`src/rtl/dmem_bus_if.sv`:
```
// Load/store bridge from the MEM stage onto the DAD/DDT/MREQ data bus.
// Optional ACKD_n timeout abort enabled by defining DBUS_TIMEOUT_EN.
module dmem_bus_if #(
  parameter int XLEN           = 32,
  parameter int TIMEOUT_CYCLES = 255
) (
  input  logic            clk,
  input  logic            rst,
  input  logic            req_valid,
  input  logic            req_write,
  input  logic [2:0]      req_funct3,
  input  logic [XLEN-1:0] req_addr,
  input  logic [XLEN-1:0] req_wdata,
  output logic            stall,
  output logic            resp_valid,
  output logic [XLEN-1:0] resp_rdata,
  output logic            acc_exc,
  output logic            bus_err,
  output logic [XLEN-1:0] DAD,
  output logic [XLEN-1:0] DDT_out,
  output logic            DDT_oe,
  input  logic [XLEN-1:0] DDT_in,
  output logic            MREQ,
  output logic            WRITE,
  output logic [1:0]      SIZE,
  input  logic            ACKD_n
);

  localparam logic [1:0] IDLE = 2'd0;
  localparam logic [1:0] BUSY = 2'd1;
  localparam logic [1:0] RESP = 2'd2;

  logic [1:0]      state;
  logic            wr_q;
  logic [2:0]      f3_q;
  logic            align_ok;
  logic            legal;
  logic            accept;
  logic            sgn;
  logic [1:0]      size_c;
  logic [XLEN-1:0] wfmt;
  logic [XLEN-1:0] rext;

  always_comb begin
    align_ok = 1'b0;
    size_c   = 2'b00;
    wfmt     = req_wdata;
    case (req_funct3[1:0])
      2'b00: begin
        align_ok = 1'b1;
        size_c   = 2'b10;
        wfmt     = {{(XLEN-8){1'b0}}, req_wdata[7:0]};
      end
      2'b01: begin
        align_ok = ~req_addr[0];
        size_c   = 2'b01;
        wfmt     = {{(XLEN-16){1'b0}}, req_wdata[15:0]};
      end
      2'b10: begin
        align_ok = (req_addr[1:0] == 2'b00);
      end
      default: begin
        align_ok = 1'b0;
      end
    endcase
  end

  // funct3[2] is only meaningful as "unsigned" on byte/half loads
  assign legal  = align_ok &
                  ~(req_funct3[2] & (req_write | req_funct3[1]));
  assign accept = (state == IDLE) & req_valid & legal;
  assign stall  = accept | (state == BUSY);
  assign DDT_oe = MREQ & WRITE;

  assign sgn = ~f3_q[2];

  always_comb begin
    rext = DDT_in;
    if (wr_q) begin
      rext = '0;
    end else begin
      case (f3_q[1:0])
        2'b00:   rext = {{(XLEN-8){sgn & DDT_in[7]}},
                         DDT_in[7:0]};
        2'b01:   rext = {{(XLEN-16){sgn & DDT_in[15]}},
                         DDT_in[15:0]};
        default: rext = DDT_in;
      endcase
    end
  end

`ifdef DBUS_TIMEOUT_EN
  localparam int CW = $clog2(TIMEOUT_CYCLES + 1);
  localparam logic [CW-1:0] TMO_LAST = CW'(TIMEOUT_CYCLES - 1);

  logic [CW-1:0] tmo_cnt;
  logic          bus_err_q;

  assign bus_err = bus_err_q;
`else
  logic unused_tmo;

  assign unused_tmo = (TIMEOUT_CYCLES > 0);
  assign bus_err    = 1'b0;
`endif

  always_ff @(posedge clk) begin
    if (rst) begin
      state      <= IDLE;
      wr_q       <= 1'b0;
      f3_q       <= 3'b000;
      MREQ       <= 1'b0;
      WRITE      <= 1'b0;
      SIZE       <= 2'b00;
      DAD        <= '0;
      DDT_out    <= '0;
      resp_valid <= 1'b0;
      resp_rdata <= '0;
      acc_exc    <= 1'b0;
`ifdef DBUS_TIMEOUT_EN
      tmo_cnt    <= '0;
      bus_err_q  <= 1'b0;
`endif
    end else begin
      resp_valid <= 1'b0;
      acc_exc    <= 1'b0;
`ifdef DBUS_TIMEOUT_EN
      bus_err_q  <= 1'b0;
`endif
      case (state)
        IDLE: begin
          if (accept) begin
            state   <= BUSY;
            wr_q    <= req_write;
            f3_q    <= req_funct3;
            MREQ    <= 1'b1;
            WRITE   <= req_write;
            SIZE    <= size_c;
            DAD     <= req_addr;
            DDT_out <= wfmt;
`ifdef DBUS_TIMEOUT_EN
            tmo_cnt <= '0;
`endif
          end else if (req_valid) begin
            acc_exc <= 1'b1;
          end
        end
        BUSY: begin
          if (!ACKD_n) begin
            state      <= RESP;
            MREQ       <= 1'b0;
            WRITE      <= 1'b0;
            resp_valid <= 1'b1;
            resp_rdata <= rext;
`ifdef DBUS_TIMEOUT_EN
          end else if (tmo_cnt == TMO_LAST) begin
            state     <= IDLE;
            MREQ      <= 1'b0;
            WRITE     <= 1'b0;
            bus_err_q <= 1'b1;
          end else begin
            tmo_cnt <= tmo_cnt + 1'b1;
`endif
          end
        end
        RESP: begin
          state <= IDLE;
        end
        default: begin
          state <= IDLE;
        end
      endcase
    end
  end

endmodule

```
`config.mk`:
```
export PLATFORM = sky130hd
export DESIGN_NAME = dmem_bus_if
export DESIGN_NICKNAME = d
export VERILOG_FILES = /design/src/rtl/dmem_bus_if.sv
export SDC_FILE = /design/constraint.sdc
export NUM_CORES = 1
export LEC_CHECK = 0
export BUFFER_PORTS_ARGS = -buffer_cell sky130_fd_sc_hd__buf_2
export CAP_MARGIN = 10
export CORE_ASPECT_RATIO = 0.7
export CORE_MARGIN = 10
export CORE_UTILIZATION = 47
export CTS_CLUSTER_DIAMETER = 150
export CTS_CLUSTER_SIZE = 10
export DETAILED_ROUTE_END_ITERATION = 12
export PLACE_DENSITY = 0.83
export SYNTH_ARGS = -nofsm -noshare
export SYNTH_HDL_FRONTEND = slang
export SYNTH_SLANG_ARGS = --single-unit
```
`constraint.sdc`:
```
create_clock -name clk -period 1.5 [get_ports clk]
set_input_delay 0.225 -clock clk [delete_from_list [all_inputs] [get_ports clk]]
set_output_delay 0.225 -clock clk [all_outputs]
set_load 0.01 [all_outputs]
```
---- Word level (Yosys, flattened, before mapping) ----
Index checks and enable logic that the tools add are counted.
W data, S select, Z words.
word-level totals
  bits in registers ....................... 108
  bits of input ports ..................... 104
  output and inout bits ................... 105
cells by class
  equality and inequality tests ........... 6
  muxes and demuxes ....................... 15
  bitwise gates (word level) .............. 15
  reductions and logical operators ........ 11
operator list
  kind                  count
  $pmux W32 S2          2
  $mux W32              1
  $logic_not A2 Y1      4
  $pmux W2 S2           2
  $and A1 B1 Y1         7
  $eq A2 B1 Y1 const B  3
  $not A1 Y1            6
  $reduce_and A2 Y1     3
  $mux W1               5
  $mux W2               2
  $ne A2 B2 Y1 const B  2
  $pmux W1 S2           2
  $pmux W1 S3           1
  $reduce_and A3 Y1     1
  $reduce_or A3 Y1      1
  $eq A2 B2 Y1 const B  1
  $or A1 B1 Y1          2
  $reduce_bool A2 Y1    1
  $reduce_or A2 Y1      1

---- Depth between registers and ports, before layout ----
Gate-level depths: netlist of run 1.
  word-level depth ........................ 7
  mapped depth ............................ 6
  depth with buffers taken out ............ 3

---- Worst setup path before layout of run 1 ----
OpenSTA, ideal clock, no wires.
  path kind ............................... flip-flop to output port
  start point ............................. reg state[1]
  end point ............................... out stall
  data arrival time ....................... 1269 ps
  path slack .............................. 6 ps
  stages on the path, launching flop included .. 6
  buffers on the path ..................... 2
  cell sequence ........................... dfxtp_1 > nor3b_2 > o211a_1 > buf_4 > buf_4 > a21o_1
between the ends
  cells in the longest elaborated chain, start to end .. 4
  elaborated cells between the ends (all ways) .. 5
  classes of those cells .................. eq/ne: 1; bitwise: 3; reduce/logical: 1
ends and longest elaborated chain
  item                         line  RTL
  start, declared              33    logic [1:0] state;
  start signal, assigned       109   state <= IDLE;
  start signal, assigned       133   state <= BUSY;
  start signal, assigned       150   state <= RESP;
  $logic_not A2 Y1             71    assign accept = (state == IDLE) & req_valid & legal;
  $and A1 B1 Y1 (2 in series)  71
  $or A1 B1 Y1 *               72    assign stall = accept | (state == BUSY);
  end, declared                14    output logic stall,
Every way passes the cells marked *; elsewhere a longest branch is shown, timed or not.

---- Worst setup path in the final report of run 1 ----
  start point ............................. reg state[0]
  end point ............................... out stall
The elaborated chain is that of the path after synthesis.

==> flow_summary.ini, run 1 <==
[run_status]
status = finished, violations left
violations = setup timing

[min_path]
hold_class = in2reg

[routing]
drc = 0
drt_iter0_drc = 208
wl_met1_um = 5650
maxUsedRoutingLayer = met4
dr_wl_met2_um = 6680
first_pass_iters = 4
wl_met3_um = 1600
routedWlPerCell_um = 16.8
drtAntennaViolNets = 0
vias_per_cell = 5.17
dr_total_vias = 4353
wirelength_um = 14100

[global_route]
overflow = 0
antenna_found_initial = 0
grt_pass1_vias = 4398
grt_pass1_wl_um = 21500
grt_start_max_net_pins = 72
grt_usage_pct = 18.6

[synthesis]
synth_area_leaders = dfxtp_1 (47%), mux2i_1 (15%), nand2_1 (11%), o41ai_2 (5.0%), nand3_1 (3.7%)
synth_top_area_share_pct = 47.3
post-synth-top-area-cell = dfxtp_1
syn_inst = 494
synth.cell_area_um2 = 4580
yosysWarnings = 0
post_synth_num_cell_types = 35
synthesis.nets = 598
synth_seq_area_share_pct = 47.3
ys_seq_elements = 108
postSynthAreaPerCell_um2 = 9.26

[power]
leakagePower_nw = 3.08
powerDensity_nw_per_um2 = 1010
sw_frac_of_total_pct = 23.2
power_frac_comb_pct = 13.8
p_int_mw = 5.04
total_power_mw = 6.56
clkPwrFrac_pct = 40.2
power_switching_mw = 1.52
seqPwrFrac_pct = 46.0
vdd_ir_drop_max_mv = 0.687

[cts]
cts-root-buf = clkbuf_16
cts_max_level = 3
insertion_delay_ns = 0.33
cts_tree = done
cts_buffers = 9
clk_path_buf_depth = 2
clock-sinks = 108
clk_pin_slew_ns = 0.07

[timing]
fin_ws_ns = -0.123
drv_slew = 0
finalSetupViolCount = 68
min_period_ns = 1.62
fmax_mhz = 616
fin_setup_tns_ns = -3.07
rsz0062_at_grt = yes
fin_skew_ns = 0.00724
layout_worst_path_cycle_share_pct = 108
whs_ns = 0.125
timing_hold_violations_final = 0

[die]
coreArea_um2 = 9610
dieArea_um2 = 14100
die_h_um = 103
initial_core_util_pct = 47.6
rows = 30
die_w_um = 138
ios = 209

[setup_path]
path_class = reg2out
worst_r2r_startpoint = state[0]
regToRegEndpoint = resp_rdata[16]
start_kind = register
crit_top_cell = buf_6
ff2ff_path_depth = 4
crit_slowest_cell = dfxtp_2
endpoint_kind = primary output
endpoint = stall
reg2reg_slack_ns = -0.11
cp_data_arrival_time_ns = 1.40
critPathMaxFanout = 2
setup.worst_path.start = state[0]
cp.required_ns = 1.27
max_stage_delay_ns = 0.33
path_cells = buf_6 -> nor3b_4 -> o211a_4 -> a21o_1 -> buf_6

[finish]
antennaDiodeCount = 0
layout-drive-gt1-share_pct = 40.2
fin_nets = 814
syn_to_final_growth_pct = 41.7
fin_area_um2 = 6480

[placed_design]
place_congestion = 0.873
pre_cts_slack_ns = -0.0926
post_dp_cell_area_um2 = 5840
io_buffers = 207
hpwl_um = 10600

[job]
cap_violations = 0
[synthesized netlist by cell type, drive strengths merged]
library cell  instances
nand2               137
dfxtp               108
mux2i                69
nand3                34
buf                  22
clkbuf               22
a21oi                18
nor2b                16
o41ai                16
o21ai                12
nand3b                8
o21a                  8
nor2                  3
nor3b                 3
nor4b                 2
o211a                 2
a21o                  1
and2                  1
and3                  1
clkinv                1
conb                  1
inv                   1
nand2b                1
nand4                 1
nor3                  1
o2111ai               1
o211ai                1
o21ba                 1
o31a                  1
or3b                  1
[registers in the layout, indices dropped and copies added, names as in the netlist]
signal	cells
DAD	32
DDT_out	32
acc_exc	1
MREQ	1
SIZE	2
f3_q	3
state	2
wr_q	1
resp_rdata	32
WRITE	1
resp_valid	1
[area by class of cell]
| type | count | area, um^2 |
|---|---|---|
| Clock inverter | 4 | 98.8 |
| Sequential cell | 108 | 2160 |
| Tap cell | 128 | 160 |
| Inverter | 2 | 10.0 |
| Multi-Input combinational cell | 340 | 2210 |
| Fill cell | 752 | 3130 |
| Timing Repair Buffer | 249 | 1610 |
| Clock buffer | 11 | 233 |
[cell families (layout without fill, tap and decap cells)]
family	count (synthesis)	count (layout)	share of synthesized area (%)
and+or+nand+nor	209	209	20.9
DFF	108	108	47.3
AOI/OAI and AO/OA	61	61	11.3
buffers and inverters	46	266	5.33
muxes	69	69	15.1
other	1	1	0.0820
[timing repair]
action,in CTS,in global routing
hold buffers,0,0
gates cloned,1,7
pin swaps,1,1
setup buffers,2,3
gates resized for setup,6,17
setup endpoints to repair,60,94
[power by group through the flow]
| stage | clock, mW | sequential (mW) | combinational [mW] |
|---|---|---|---|
| 3_5_place_dp | 0 | 3.08 | 0.803 |
| 3_3_place_gp | 0 | 3.08 | 0.780 |
| 5_1_grt | 2.82 | 3.03 | 0.980 |
| 2_1_floorplan | 0 | 3.12 | 0.388 |
| 6_report | 2.64 | 3.02 | 0.903 |
| 4_1_cts | 2.70 | 3.02 | 0.825 |
[stage by stage]
stage | instances | utilization [%]
after floorplan | 494 | -
after global placement | 814 | 60.8
after detailed placement | 814 | 60.8
after CTS | 832 | 65.0
after global routing | 842 | 67.5
final | 842 | 67.5
[cell usage in the layout (no fill, tap or decap), types with 14 or more instances in the layout]
| cell | count |
|---|---|
| dfxtp_1 | 107 |
| mux2i_1 | 69 |
| buf_2 | 206 |
| o41ai_2 | 15 |
| nor2b_1 | 16 |
| clkbuf_16 | 14 |
| nand3_1 | 34 |
| a21oi_1 | 18 |
| nand2_1 | 137 |
| buf_4 | 22 |
[worst max-delay path: cells and delay by family, from the launching register on]
family	cells	cell delay, ns
buf+inv	2	0.22
flops	1	0.33
simple gates	1	0.21
compound gates	2	0.30
[worst min-delay path by stage]
stage | start | to | slack (ns) | cells after the start
final | req_addr[23] | DAD[23] | 0.12 | 3
after CTS | req_addr[23] | DAD[23] | 0.11 | 3
after detailed placement | resp_rdata[7] | resp_rdata[7] | 0.44 | 2
after floorplan | req_wdata[10] | DDT_out[10] | 0.36 | 2
after global placement | resp_rdata[3] | resp_rdata[3] | 0.44 | 2
after global routing | req_wdata[8] | DDT_out[8] | 0.12 | 3
[routing by layer]
metal  track usage, %  up-vias
met2             31.1      166
met3             8.08       21
met1             21.3     2050
met5                0        -
li1                 -     2116
met4             5.28        0
Power figures use the tool's default switching activity.
==> run 2, diff against run 1 <==
PLACE_DENSITY = 0.77   (was 0.83)
==> run 2 against run 1 <==
Effect of this change:
- the run still ends with setup timing left
- sequential cell count is the same
- final cell count shrank 1.1%
- worst hold slack gained 0.0013 ns
- maximum frequency grew 5.4%
- register-to-register slack gained 0.14 ns
- first-iteration DRC count shrank 47%
- global-route usage shrank 0.46 points
==> flow_summary.ini, run 2 (synthesis results as in run 1) <==
[setup_path]
cp.required_ns = 1.27
max_stage_delay_ns = 0.34
endpoint_kind = primary output
cp_data_arrival_time_ns = 1.32
path_class = reg2out
path_buf_inv = 1
critPathMaxFanout = 3
crit_family = flip-flops
start_kind = register
path_cells = nor3b_4 -> o211a_4 -> a21o_1 -> buf_6
crit_slowest_cell = dfxtp_2

[finish]
fin_area_um2 = 6230
final_cell_mix = buf_2 (206), nand2_1 (137), dfxtp_1 (106)
layout-drive-gt1-share_pct = 39.7
antennaDiodeCount = 0
layout.cells.non_filler = 833
largest_registers = DAD x32, DDT_out x32, resp_rdata x32
fin_nets = 805
syn_to_final_growth_pct = 36.1
final_common_cell = buf_2

[global_route]
grt_usage_pct = 18.2
grt_pass1_vias = 4328
antenna_found_initial = 0
overflow = 0
grt_pass1_wl_um = 20800
grt_start_max_net_pins = 50

[die]
rows = 30
dieArea_um2 = 14100
die_h_um = 103
die_w_um = 138
coreArea_um2 = 9610
initial_core_util_pct = 47.6
ios = 209

[timing]
finalSetupViolCount = 1
fin_skew_ns = 0.00505
fin_ws_ns = -0.0401
timing_hold_violations_final = 0
fmax_mhz = 649
rsz0062_at_grt = yes
drv_slew = 0
min_period_ns = 1.54
layout_worst_path_cycle_share_pct = 103

[power]
clkPwrFrac_pct = 36.5
power_switching_mw = 1.56
p_int_mw = 4.50
sw_frac_of_total_pct = 25.8
vdd_ir_drop_max_mv = 0.640
powerDensity_nw_per_um2 = 973
total_power_mw = 6.06
seqPwrFrac_pct = 49.8
power_frac_comb_pct = 13.7
leakagePower_nw = 2.97

[job]
cap_violations = 0

[run_status]
violations = setup timing
status = finished, violations left

[routing]
routedWlPerCell_um = 16.5
wirelength_um = 13800
drt_iter0_drc = 111
dr_total_vias = 4178
first_pass_iters = 4
drc = 0
drtAntennaViolNets = 0
vias_per_cell = 5.02

[cts]
cts_max_level = 3
clk_path_buf_depth = 2
clock-sinks = 108
insertion_delay_ns = 0.34
cts_buffers = 9
cts-root-buf = clkbuf_16
clk_pin_slew_ns = 0.07
cts_tree = done

[placed_design]
post_dp_cell_area_um2 = 5850
place_congestion = 0.804
io_buffers = 207
hpwl_um = 10500
dp.cells = 814

[min_path]
hold_class = in2reg
==> run 2: changes by cell type in the layout (fill, tap and decap cells not counted), sizes merged <==
cell    delta
bufbuf     +1
clkinv     +2
bufinv     -3
inv        +3
buf        -6
clkbuf     -6
==> run 2: cell type report <==
cell class,count,area (um^2)
timing repair buffer,240,1420
clock buffer,9,225
multi-input combinational,340,2190
sequential,108,2160
inverter,2,10.0
clock inverter,6,48.8
tap,128,160
fill,821,3380
==> run 2: power by group through the flow <==
stage          Sequential, mW  Combinational [mW]  Clock [mW]
3_3_place_gp             3.08               0.782           0
2_1_floorplan            3.12               0.388           0
5_1_grt                  3.03               0.906        2.40
3_5_place_dp             3.08               0.805           0
6_report                 3.02               0.830        2.21
4_1_cts                  3.02               0.827        2.29
==> run 2: worst register-to-register path: cells and delay by family (launching register included) <==
| family | cells | cell delay [ns] |
|---|---|---|
| compound gates | 1 | 0.20 |
| buf+inv | 2 | 0.42 |
| flops | 1 | 0.34 |
| mux | 1 | 0.22 |
| simple gates | 1 | 0.23 |
==> run 2: repair_timing <==
action,4_1_cts,5_1_grt
hold buffers,0,0
buffers inserted,2,0
gates cloned,1,1
gates resized for setup,6,1
pin swaps,1,0
setup endpoints to repair,5,35
==> run 2: through the flow <==
stage / util, % / setup TNS, ns / setup slack [ns] / hold WS, ns
floorplan: - / 0 / 0.00561 / 0.364
global placement: 60.9 / 0 / 0.0519 / 0.437
detailed placement: 60.9 / -0.444 / -0.0462 / 0.443
CTS: 64.5 / -0.0652 / -0.0652 / 0.110
global route: 64.8 / -1.03 / -0.109 / 0.115
finish: 64.8 / -0.0401 / -0.0401 / 0.126
==> run 2: path summary, 6_finish.rpt <==
kind,startpoint,endpoint,slack (ns),depth (start not counted)
worst max-delay path,state[0],stall,-0.04,4
worst min-delay path,req_addr[14],DAD[14],0.13,3
worst min register to register,resp_rdata[14],resp_rdata[14],0.45,2
worst max register to register,state[0],DAD[12],0.03,5
==> run 2: layer usage <==
| metal | share of wire [%] | wire, um | global-route usage, % |
|---|---|---|---|
| met1 | 41 | 5700 | 20.5 |
| met2 | 48 | 6610 | 31.0 |
| met3 | 9.1 | 1260 | 7.30 |
| met4 | 1.5 | 203 | 5.28 |
| met5 | 0 | 0 | 0 |
